`src/rtl/altera_tse_tbi_comma_aligner.sv`:
```
// K28.5 comma word aligner between the LVDS deserializer and the 1000BASE-X PCS receive input.
// Optional macro TSE_ALIGN_LOSS_STATS_EN enables the saturating loss_cnt statistics counter.
module altera_tse_tbi_comma_aligner #(
    parameter int SEARCH_WINDOW = 32,
    parameter int SLIP_WAIT     = 4,
    parameter int LOCK_COUNT    = 3,
    parameter int LOSS_WINDOW   = 256,
    parameter int SLIP_MAX      = 10
) (
    input  logic        clk,
    input  logic        reset_n,
    input  logic [9:0]  tbi_rx_d_in,
    input  logic        cda_reset,
    output logic        rx_slip,
    output logic [9:0]  tbi_rx_d_out,
    output logic        aligned,
    output logic [3:0]  slip_pos,
    output logic [15:0] loss_cnt
);

    localparam int WIN_MAX = (SEARCH_WINDOW > LOSS_WINDOW) ? SEARCH_WINDOW : LOSS_WINDOW;
    localparam int WCW     = $clog2(WIN_MAX);
    localparam int CCW     = $clog2(LOCK_COUNT + 1);
    localparam int WTW     = (SLIP_WAIT > 1) ? $clog2(SLIP_WAIT) : 1;

    localparam logic [WCW-1:0] SEARCH_LAST = WCW'(SEARCH_WINDOW - 1);
    localparam logic [WCW-1:0] LOSS_LAST   = WCW'(LOSS_WINDOW - 1);
    localparam logic [WTW-1:0] WAIT_LAST   = WTW'(SLIP_WAIT - 1);
    localparam logic [CCW-1:0] LOCK_VAL    = CCW'(LOCK_COUNT);
    localparam logic [3:0]     SLIP_LAST   = 4'(SLIP_MAX - 1);

    typedef enum logic [2:0] {
        ST_SEARCH,
        ST_SLIP,
        ST_WAIT,
        ST_VERIFY,
        ST_LOCKED
    } state_t;

    state_t         state;
    logic [WCW-1:0] word_cnt;
    logic [WTW-1:0] wait_cnt;
    logic [CCW-1:0] comma_cnt;

    logic           comma;
    logic [CCW-1:0] comma_inc;
    logic [WCW-1:0] window_last;
    logic [WCW-1:0] word_cnt_inc;
    logic [3:0]     slip_pos_inc;

    // Either running-disparity form of the 7-bit comma at the word boundary.
    assign comma        = (tbi_rx_d_in[6:0] == 7'b1111100) || (tbi_rx_d_in[6:0] == 7'b0000011);
    assign comma_inc    = comma_cnt + 1'b1;
    assign window_last  = (state == ST_LOCKED) ? LOSS_LAST : SEARCH_LAST;
    assign word_cnt_inc = (word_cnt == window_last) ? word_cnt : word_cnt + 1'b1;
    assign slip_pos_inc = (slip_pos == SLIP_LAST) ? 4'd0 : slip_pos + 4'd1;

    always_ff @(posedge clk) begin
        if (!reset_n) begin
            state        <= ST_SEARCH;
            rx_slip      <= 1'b0;
            tbi_rx_d_out <= '0;
            aligned      <= 1'b0;
            slip_pos     <= '0;
            word_cnt     <= '0;
            wait_cnt     <= '0;
            comma_cnt    <= '0;
        end else begin
            tbi_rx_d_out <= tbi_rx_d_in;
            rx_slip      <= 1'b0;
            if (cda_reset) begin
                state     <= ST_SEARCH;
                aligned   <= 1'b0;
                slip_pos  <= '0;
                word_cnt  <= '0;
                wait_cnt  <= '0;
                comma_cnt <= '0;
            end else begin
                case (state)
                    ST_SEARCH: begin
                        if (comma) begin
                            comma_cnt <= CCW'(1);
                            word_cnt  <= '0;
                            if (LOCK_COUNT == 1) begin
                                state   <= ST_LOCKED;
                                aligned <= 1'b1;
                            end else begin
                                state <= ST_VERIFY;
                            end
                        end else if (word_cnt == SEARCH_LAST) begin
                            // Outputs of SLIP are registered on entry so the pulse lines up with the state.
                            state    <= ST_SLIP;
                            rx_slip  <= 1'b1;
                            slip_pos <= slip_pos_inc;
                            word_cnt <= '0;
                        end else begin
                            word_cnt <= word_cnt_inc;
                        end
                    end
                    ST_SLIP: begin
                        state    <= ST_WAIT;
                        wait_cnt <= '0;
                    end
                    ST_WAIT: begin
                        if (wait_cnt == WAIT_LAST) begin
                            state    <= ST_SEARCH;
                            word_cnt <= '0;
                            wait_cnt <= '0;
                        end else begin
                            wait_cnt <= wait_cnt + 1'b1;
                        end
                    end
                    ST_VERIFY: begin
                        if (comma) begin
                            comma_cnt <= comma_inc;
                            word_cnt  <= '0;
                            if (comma_inc == LOCK_VAL) begin
                                state   <= ST_LOCKED;
                                aligned <= 1'b1;
                            end
                        end else if (word_cnt == SEARCH_LAST) begin
                            state     <= ST_SLIP;
                            rx_slip   <= 1'b1;
                            slip_pos  <= slip_pos_inc;
                            word_cnt  <= '0;
                            comma_cnt <= '0;
                        end else begin
                            word_cnt <= word_cnt_inc;
                        end
                    end
                    ST_LOCKED: begin
                        if (comma) begin
                            word_cnt <= '0;
                        end else if (word_cnt == LOSS_LAST) begin
                            state     <= ST_SEARCH;
                            aligned   <= 1'b0;
                            word_cnt  <= '0;
                            comma_cnt <= '0;
                        end else begin
                            word_cnt <= word_cnt_inc;
                        end
                    end
                    default: begin
                        state   <= ST_SEARCH;
                        aligned <= 1'b0;
                    end
                endcase
            end
        end
    end

`ifdef TSE_ALIGN_LOSS_STATS_EN
    logic loss_event;

    // A loss is only counted when no restart overrides the LOCKED exit.
    assign loss_event = !cda_reset && (state == ST_LOCKED) && !comma && (word_cnt == LOSS_LAST);

    always_ff @(posedge clk) begin
        if (!reset_n) begin
            loss_cnt <= '0;
        end else if (loss_event && (loss_cnt != 16'hFFFF)) begin
            loss_cnt <= loss_cnt + 16'd1;
        end
    end
`else
    assign loss_cnt = 16'h0000;
`endif

endmodule

```
`config.mk`:
```
export PLATFORM = sky130hd
export DESIGN_NAME = altera_tse_tbi_comma_aligner
export DESIGN_NICKNAME = d
export VERILOG_FILES = /design/src/rtl/altera_tse_tbi_comma_aligner.sv
export SDC_FILE = /design/constraint.sdc
export NUM_CORES = 1
export LEC_CHECK = 0
export ABC_AREA = 1
export BUFFER_PORTS_ARGS = -buffer_cell sky130_fd_sc_hd__buf_2
export CORE_AREA = 2 2 67 69
export DETAILED_ROUTE_END_ITERATION = 8
export DIE_AREA = 0 0 69 71
export PLACE_DENSITY = 0.75
export RECOVER_POWER = 25
export SYNTH_ARGS = -nofsm -noshare
export SYNTH_HDL_FRONTEND = slang
export SYNTH_SLANG_ARGS = --single-unit
```
`constraint.sdc`:
```
create_clock -name clk -period 3.6 [get_ports clk]
set_clock_uncertainty 0.15 [all_clocks]
set_input_delay 0.36 -clock clk [delete_from_list [all_inputs] [get_ports clk]]
set_output_delay 0.36 -clock clk [all_outputs]
set_load 0.01 [all_outputs]
```
==> results of run 1 <==
[layout by cell type (no fill, tap or decap), types with 2 or more instances in the layout]
cell	instances
a21oi_1	13
buf_2	26
clkbuf_1	2
clkbuf_8	5
clkinvlp_4	2
conb_1	16
dfxtp_1	31
ha_1	3
inv_1	35
inv_2	7
nand2_1	59
nand2_2	3
nand2_4	2
nand3_1	13
nand3_2	4
nand3_4	2
nand3b_1	2
nand4_1	2
nor2_1	31
nor2_2	2
nor2_4	4
nor3_1	3
o21ai_0	7
o21ai_1	2
o21ai_2	2
xor2_1	6
[metrics by stage]
| step | instance area (sq um) | hold WS, ns |
|---|---|---|
| final | 2010 | 0.0971 |
| after global routing | 2010 | 0.0986 |
| after CTS | 2010 | 0.0978 |
| after detailed placement | 1920 | 0.307 |
| after global placement | 1920 | 0.301 |
| after floorplan | 1840 | 0.278 |
[registers in the layout, summed over array words and instances, names as in the netlist]
register	count
wait_cnt	2
word_cnt	8
aligned	1
comma_cnt	2
rx_slip	1
state	3
slip_pos	4
tbi_rx_d_out	10
[layout make-up]
cell class              instances  area [sq um]
fillers                       419          2200
multi-input cells             180           936
flip-flops and latches         31           621
inverters                      42           158
repair buffers                 28           138
clock buffers                   5          68.8
well taps                      52          65.1
clock inverters                 3          20.0
[per-layer routing]
metal	global-route usage	share of wire	wire, um	vias to the layer above
li1	-	-	-	824
met1	0.176	0.46	1520	673
met2	0.238	0.46	1540	42
met3	0.0413	0.056	187	6
met4	0.0719	0.021	68	0
met5	0	0	0	-
[synthesized netlist by cell type, drive strengths merged (2+ instances only)]
cell	count	area (sq um)
nor2	37	174
a21oi	13	65.1
dfxtp	31	621
nand3	19	140
nor3	4	25.0
o21ai	11	62.6
nand4	2	12.5
nand2	64	263
ha	3	37.5
inv	42	158
nand3b	2	15.0
buf	17	125
xor2	6	52.6
[worst max path at each step]
stage / to / slack [ns] / start / cells after the start
finish: slip_pos[2]$_SDFFE_PP0P_ / 1.81 / reset_n / 5
global route: slip_pos[2]$_SDFFE_PP0P_ / 1.60 / reset_n / 5
CTS: slip_pos[1]$_SDFFE_PP0P_ / 1.83 / word_cnt[0]$_SDFFE_PP0P_ / 9
detailed placement: slip_pos[2]$_SDFFE_PP0P_ / 1.68 / reset_n / 5
global placement: slip_pos[2]$_SDFFE_PP0P_ / 1.77 / reset_n / 5
floorplan: slip_pos[2]$_SDFFE_PP0P_ / 2.01 / word_cnt[0]$_SDFFE_PP0P_ / 8
[power by group]
part / switching [mW] / leakage [nW] / total [mW] / internal, mW
combinational: 0.0346 / 0.747 / 0.0519 / 0.0173
clock: 0.140 / 0.0402 / 0.275 / 0.134
sequential: 0.00284 / 0.253 / 0.354 / 0.351
total: 0.178 / 1.04 / 0.680 / 0.502
[logic make-up (layout without fill, tap and decap cells)]
family / after synthesis / in the layout / synth area share
simple gates: 129 / 129 / 0.359
buf+inv: 60 / 78 / 0.160
flops: 31 / 31 / 0.347
compound gates: 25 / 25 / 0.0756
xor+xnor: 7 / 7 / 0.0343
fa+ha+maj: 3 / 3 / 0.0210
other cells: 1 / 16 / 0.00210
[critical path, stage by stage]
cell and delay [ns]:
clkbuf_1 0.34, inv_1 0.07, nor2_1 0.57, inv_1 0.30, nor3b_2 0.22
==> results_dict.tcl, run 1 <==
set metrics [dict create \
    clockBufferDepth 2 \
    dp.cells 333 \
    hp-start "tbi_rx_d_in[8]" \
    peakVddDrop_v 0.000255 \
    num_rows 24 \
    cts-hold-fix-buffers 0 \
    clkLatencyLatePin_ns 0.29 \
    hpwl_um 2600 \
    timing.final.ws_setup_ns 1.81 \
    ys_seq_elements 31 \
    worst_pin_slew_ns 0.730 \
    required_ns 3.68 \
    clock.fmax_mhz 558 \
    core-area_sq_mm 0.00420 \
    synth_flop_cell "dfxtp_1" \
    holdPathEnd "tbi_rx_d_out[8]$_SDFF_PN0_" \
    critPathMaxFanout 11 \
    arrival_ns 1.87 \
    cts_resized 0 \
    fp.dieH_um 71 \
    ant_nets 0 \
    hp-class "in2reg" \
    wl_um 3320 \
    maxSlewViolCount 0 \
    antenna_found_initial 0 \
    pre_cts_ws_ns 1.68 \
    status "complete, no violations" \
    diodes 0 \
    grt_pass1_vias 1361 \
    vias 1545 \
    path_class "in2reg" \
    hold_violations 0 \
    slew_headroom 0.511 \
    leakage_nw 1.04 \
    utilization 0.477 \
    final_layout_size_suffix_gt1_frac 0.215 \
    overflow 0 \
    min_period_ns 1.79 \
    synth_async_sr_flop_share 0 \
    dieArea_sq_mm 0.00490 \
    path_clk_slew_ns 0.07 \
    numPortBuffers 28 \
    setup_violations 0 \
    grt_pass1_wl_um 5780 \
    rsz0062_at_grt "false" \
    synth_edf_count 0 \
    cts-root-buf "clkbuf_8" \
    r2r-end "word_cnt[0]$_SDFFE_PP0P_" \
    power_mw 0.680 \
    reg2reg_slack_ns 1.84 \
    cts_sinks 31 \
    synth_area_sq_mm 0.00179 \
    grt_max_degree 12 \
    start_kind "input port" \
    syn-mean-instance-area_sq_um 6.98 \
    end_kind "register" \
    r2r_cells 10 \
    worstReg2RegStart "word_cnt[0]$_SDFFE_PP0P_" \
    setup-tns-final_ns 0 \
    fp.dieW_um 69 \
    power.density_mw_per_mm2 339 \
    ys_seq_area_frac 0.347 \
    hold_depth 3 \
    detail_route.wl_per_cell_um 9.72 \
    drt_iter0_markers 28 \
    cts_setup_buffers 0 \
    vias_per_cell 4.53 \
    syn-instance-count 256 \
    ios 45 \
    grt_usage 0.146 \
    yosysUniqueCellTypes 29 \
    area_growth_pct 12.3 \
    cts_tree "yes" \
    cts_buffers 5 \
    htreeDepth 2 \
    place_congestion 0.872 \
    drt_first_pass_iters 4 \
    drcViolationCount 0 \
    post-route-period-util 0.498 \
    synth_warnings 0 \
    layout.nets 304 \
    cap_viol_max_count 0 \
    floorplan.initialDensity 0.425 \
    fin_cells 341 \
]
(Power assumes the default switching activity.)
==> inputs of run 2 (changes only) <==
ABC_AREA = 0   (was 1)
CORE_AREA = 2 2 65 67   (was 2 2 67 69)
DIE_AREA = 0 0 67 69   (was 0 0 69 71)
PLACE_DENSITY = 0.76   (was 0.75)
clock period = 1.8 ns   (was 3.6 ns; I/O delays follow)
==> run 2 against run 1 <==
Effect of this change: synthesized cell count is 23% lower; critical path depth stayed put; register-to-register slack got worse by 1.8 ns; largest cell class unchanged; critical path type is now reg2reg; hold slack lost 0.026 ns.
==> results_dict.tcl, run 2 <==
set metrics [dict create \
    layout.nets 282 \
    path_depth 5 \
    worstReg2RegStart "state[0]$_SDFFE_PP0P_" \
    vias 1641 \
    post-route-period-util 0.998 \
    wl_um 4130 \
    cts-root-buf "clkbuf_8" \
    min_period_ns 1.80 \
    power_mw 1.52 \
    grt_pass1_vias 1455 \
    cp-startpoint "state[0]$_SDFFE_PP0P_" \
    end_kind "register" \
    floorplan.initialDensity 0.434 \
    synth_common_cells "dfxtp_1 (31), buf_4 (17), nor2_1 (17)" \
    final_layout_size_suffix_gt1_frac 0.360 \
    clockBufferDepth 2 \
    overflow 0 \
    drt_iter0_markers 88 \
    top_register "tbi_rx_d_out" \
    grt_max_degree 14 \
    antenna_found_initial 0 \
    grt_usage 0.172 \
    cp_cell_sequence "or3b_4, mux2_4, o21ai_4, mux2i_1, nor2_2" \
    cp_slowest_stage_delay_ns 0.38 \
    largest_reg_flops 10 \
    arrival_ns 1.83 \
    fp.dieW_um 67 \
    yosysUniqueCellTypes 54 \
    synth_area_leaders "dfxtp_1 (36%), buf_4 (7.5%), and2_1 (4.0%), nor2_1 (3.8%), a21oi_1 (3.2%)" \
    r2r_cells 5 \
    synth_warnings 0 \
    cts_buffers 5 \
    drcViolationCount 0 \
    path_buf_inv 0 \
    num_rows 23 \
    synth_area_sq_mm 0.00170 \
    required_ns 1.84 \
    setup_violations 0 \
    status "complete, no violations" \
    cp_slowest_cell "or3b_4" \
    crit_end "word_cnt[1]$_SDFFE_PP0P_" \
    maxSlewViolCount 0 \
    fp.dieH_um 69 \
    yosysTopAreaCell "dfxtp_1" \
    final_cell_mix "dfxtp_1 (26), buf_2 (26), buf_4 (26)" \
    place_congestion 0.859 \
    grt_pass1_wl_um 6250 \
    vias_per_cell 5.18 \
    synth_edf_count 0 \
    cts_tree "yes" \
    ys_seq_elements 31 \
    core-area_sq_mm 0.00391 \
    hp-class "in2reg" \
    cts_sinks 31 \
    crit_family "multiplexers" \
    htreeDepth 2 \
    syn-mean-instance-area_sq_um 8.59 \
    ys_seq_area_frac 0.365 \
    drt_first_pass_iters 4 \
    area_growth_pct 39.7 \
    path_clk_slew_ns 0.07 \
    critPathMaxFanout 5 \
    hpwl_um 2710 \
    peakVddDrop_v 0.000401 \
    power.density_mw_per_mm2 639 \
    syn-instance-count 198 \
    fin_hold_ws_ns 0.0707 \
    clock.fmax_mhz 557 \
    ios 45 \
    leakage_nw 0.988 \
    diodes 0 \
    reg2reg_slack_ns 0.004 \
    clkLatencyLatePin_ns 0.29 \
    start_kind "register" \
    dieArea_sq_mm 0.00462 \
    synth_flop_cell "dfxtp_1" \
    numPortBuffers 28 \
    detail_route.wl_per_cell_um 13.0 \
    hold_violations 0 \
    top_regs "tbi_rx_d_out x10, word_cnt x8, slip_pos x4" \
    r2r-end "word_cnt[1]$_SDFFE_PP0P_" \
    ant_nets 0 \
    yosysMostFrequentCell "dfxtp_1" \
    path_class "reg2reg" \
    synth_top_area_frac 0.365 \
    synth_async_sr_flop_share 0 \
    cap_viol_max_count 0 \
    rsz0062_at_grt "true" \
]
[run 2: changes by cell type after synthesis, moves of 5 or more]
cell	before	now
nor2b_1	0	5
and2_1	0	11
nand2_1	59	11
inv_2	7	0
inv_1	35	10
nor2_1	31	17
nand3_1	13	6
[run 2: cell type report]
cell class / count / area, sq um
Clock buffer: 5 / 68.8
Multi-Input combinational cell: 149 / 1040
Timing Repair Buffer: 69 / 492
Clock inverter: 3 / 43.8
Sequential cell: 31 / 627
Fill cell: 361 / 1540
Tap cell: 50 / 62.6
Inverter: 10 / 37.5
[run 2: cells by family (layout without fill, tap and decap cells)]
family                     after synthesis  after routing  share of synthesized area
and+or+nand+nor                         73             73                      0.241
AOI/OAI and AO/OA                       49             49                      0.210
adders and majority gates                3              3                     0.0221
DFF                                     31             31                      0.365
xor gates and xnor gates                 5              5                     0.0258
muxes                                    3              3                     0.0228
other                                    1             16                    0.00221
buffers and inverters                   33             87                      0.111
[run 2: where the power goes]
group          switching (mW)  total [mW]  leakage, nW  internal [mW]
clock                   0.273       0.685       0.0581          0.412
sequential            0.00547       0.706        0.255          0.701
combinational          0.0684       0.126        0.675         0.0574
[run 2: worst min path at each step]
stage,cells after the start,startpoint,slack [ns],end
6_report,2,reset_n,0.07,tbi_rx_d_out[9]$_SDFF_PN0_
5_1_grt,2,reset_n,0.09,tbi_rx_d_out[2]$_SDFF_PN0_
4_1_cts,3,tbi_rx_d_in[3],0.06,tbi_rx_d_out[3]$_SDFF_PN0_
3_5_place_dp,2,tbi_rx_d_in[9],0.24,tbi_rx_d_out[9]$_SDFF_PN0_
3_3_place_gp,2,tbi_rx_d_in[9],0.24,tbi_rx_d_out[9]$_SDFF_PN0_
2_1_floorplan,1,tbi_rx_d_in[0],0.15,tbi_rx_d_out[0]$_SDFF_PN0_
[run 2: what timing repair did]
| action | in CTS | in global routing |
|---|---|---|
| hold endpoints to repair | 9 | 0 |
| buffers inserted | 0 | 6 |
| resized for setup | 0 | 25 |
| pin swaps | 4 | 11 |
| setup endpoints to repair | 3 | 14 |
| hold buffers | 9 | 0 |
[run 2: through the flow]
step	area [sq um]	utilization	cells	setup TNS, ns	worst slack, ns
after floorplan	1770	-	213	-0.0211	-0.0211
after global placement	2020	0.516	294	-0.00356	-0.00356
after detailed placement	2020	0.516	294	-0.0586	-0.0337
after CTS	2220	0.568	311	0	0.000372
after global routing	2370	0.607	317	-0.281	-0.0859
final	2370	0.607	317	0	0.00385
[run 2: layer usage]
metal | part of all wire | GRT usage | up-vias
li1 | - | - | 804
met2 | 0.53 | 0.293 | 51
met4 | 0.020 | 0.0680 | 0
met5 | 0 | 0 | -
met1 | 0.41 | 0.201 | 777
met3 | 0.043 | 0.0457 | 9
==> inputs of run 3 (changes only) <==
PLACE_DENSITY = 0.79   (was 0.76)
clock period = 1.5 ns   (was 1.8 ns; I/O delays follow)
==> run 3 against run 2 <==
Effect of this change: the run now ends with setup timing left; clock power rose by 27%; global-route usage rose by 2.8 points; utilization rose by 5.9 points; wire length rose by 28%; register-to-register slack got worse by 0.45 ns; final cell count rose by 4.1%; count of clock-buffer cells in the layout rose by 1; first-iteration DRC count rose by 1.1%; largest power group is now clock; maximum frequency fell by 7.5%; critical path type unchanged; setup slack got worse by 0.45 ns; combinational power rose by 38%.
==> results_dict.tcl, run 3 (same netlist as run 2, synthesis figures left out) <==
set metrics [dict create \
    status "finished with violations" \
    violations "setup timing" \
    top_register "tbi_rx_d_out" \
    core-area_sq_mm 0.00391 \
    fin_hold_ws_ns 0.0597 \
    wl_um 5300 \
    antenna_found_initial 0 \
    cp_cell_sequence "or3_4, nor2_4, buf_4, nand2_1, a21o_1, a211oi_2" \
    fp.dieH_um 69 \
    num-fill-cells 309 \
    utilization 0.666 \
    peakVddDrop_v 0.000481 \
    numPortBuffers 28 \
    htreeDepth 2 \
    cp_slowest_cell "or3_4" \
    r2r-end "state[0]$_SDFFE_PP0P_" \
    overflow 0 \
    cts_sinks 31 \
    grt_pass1_vias 1530 \
    path_class "reg2reg" \
    hold_violations 0 \
    cap_viol_max_count 0 \
    holdPathEnd "tbi_rx_d_out[7]$_SDFF_PN0_" \
    cts_buffers 5 \
    hold_depth 2 \
    power_mw 1.89 \
    layout.nets 295 \
    final_common_cell "buf_4" \
    floorplan.initialDensity 0.434 \
    min_period_ns 1.94 \
    ios 45 \
    area_growth_pct 53.3 \
    final_layout_size_suffix_gt1_frac 0.468 \
    end_kind "register" \
    path_clk_slew_ns 0.07 \
    hpwl_um 2860 \
    setup_violations 19 \
    post-route-period-util 1.29 \
    start_kind "register" \
    r2r_cells 6 \
    grt_usage 0.200 \
    hp-start "reset_n" \
    diodes 0 \
    reg2reg_slack_ns -0.44 \
    drt_iter0_markers 89 \
    detail_route.wl_per_cell_um 16.1 \
    top_regs "tbi_rx_d_out x10, word_cnt x8, slip_pos x4" \
    drt_first_pass_iters 4 \
    power.density_mw_per_mm2 726 \
    ant_nets 0 \
    final_cell_mix "buf_4 (35), buf_2 (26), dfxtp_1 (22)" \
    timing.final.ws_setup_ns -0.442 \
    grt_max_degree 12 \
    leakage_nw 1.07 \
    required_ns 1.54 \
    drcViolationCount 0 \
    dieArea_sq_mm 0.00462 \
    pre_cts_ws_ns -0.332 \
    place_congestion 0.830 \
    hp-class "in2reg" \
    cts-root-buf "clkbuf_8" \
    cp-startpoint "word_cnt[5]$_SDFFE_PP0P_" \
    rsz0062_at_grt "true" \
    critPathMaxFanout 4 \
    fp.dieW_um 67 \
    clkLatencyLatePin_ns 0.29 \
    cts_tree "yes" \
    cp_slowest_stage_delay_ns 0.43 \
    clock.fmax_mhz 515 \
    grt_pass1_wl_um 7190 \
    vias 1740 \
    arrival_ns 1.98 \
    worstReg2RegStart "word_cnt[5]$_SDFFE_PP0P_" \
    largest_reg_flops 10 \
    vias_per_cell 5.27 \
    num_rows 23 \
    maxSlewViolCount 0 \
    clockBufferDepth 2 \
]
run 3: per-stage QoR:
step | TNS, ns | cell area, sq um | std cells
2_1_floorplan | -2.49 | 1800 | 213
3_3_place_gp | -4.00 | 2130 | 306
3_5_place_dp | -4.65 | 2130 | 306
4_1_cts | -3.89 | 2400 | 325
5_1_grt | -6.29 | 2610 | 330
6_report | -5.00 | 2610 | 330
run 3: area by class of cell:
class                   instances  area, sq um  area share
clock buffers                   6         82.6      0.0317
clock inverters                 2         35.0      0.0134
inverters                      10         37.5      0.0144
multi-input cells             149         1160       0.446
flip-flops and latches         31          632       0.242
well taps                      50         62.6      0.0240
repair buffers                 82          596       0.229
run 3: worst max-delay path by stage:
stage                                     endpoint
after floorplan           word_cnt[1]$_SDFFE_PP0P_
after global placement    word_cnt[1]$_SDFFE_PP0P_
after detailed placement      aligned$_SDFFE_PP0P_
after CTS                 word_cnt[1]$_SDFFE_PP0P_
after global routing         state[0]$_SDFFE_PP0P_
final                        state[0]$_SDFFE_PP0P_
run 3: critical path: cells and delay by family (launching register included):
| family | cells | cell delay (ns) |
|---|---|---|
| AO/OA/AOI/OAI | 2 | 0.48 |
| buffers and inverters | 1 | 0.16 |
| flip-flops | 1 | 0.34 |
| AND/OR/NAND/NOR | 3 | 0.71 |
run 3: per-layer routing:
| layer | wire length [um] | vias to the layer above | GRT usage | part of all wire |
|---|---|---|---|---|
| li1 | - | 825 | - | - |
| met1 | 2040 | 821 | 0.254 | 0.38 |
| met2 | 2810 | 69 | 0.322 | 0.53 |
| met3 | 241 | 25 | 0.0408 | 0.045 |
| met4 | 218 | 0 | 0.0839 | 0.041 |
| met5 | 0 | - | 0 | 0 |
run 3: power breakdown:
part	leakage (nW)	total (mW)	switching, mW	internal, mW
clock	0.0612	0.870	0.333	0.537
sequential	0.257	0.849	0.00738	0.841
combinational	0.755	0.174	0.0975	0.0767
run 3: repair_timing:
| item | CTS | global route |
|---|---|---|
| setup buffers | 2 | 6 |
| setup endpoints to repair | 20 | 20 |
| hold buffers | 9 | 0 |
| pin swaps | 5 | 22 |
| gates resized for setup | 11 | 40 |
| endpoints found under the hold margin | 9 | 0 |
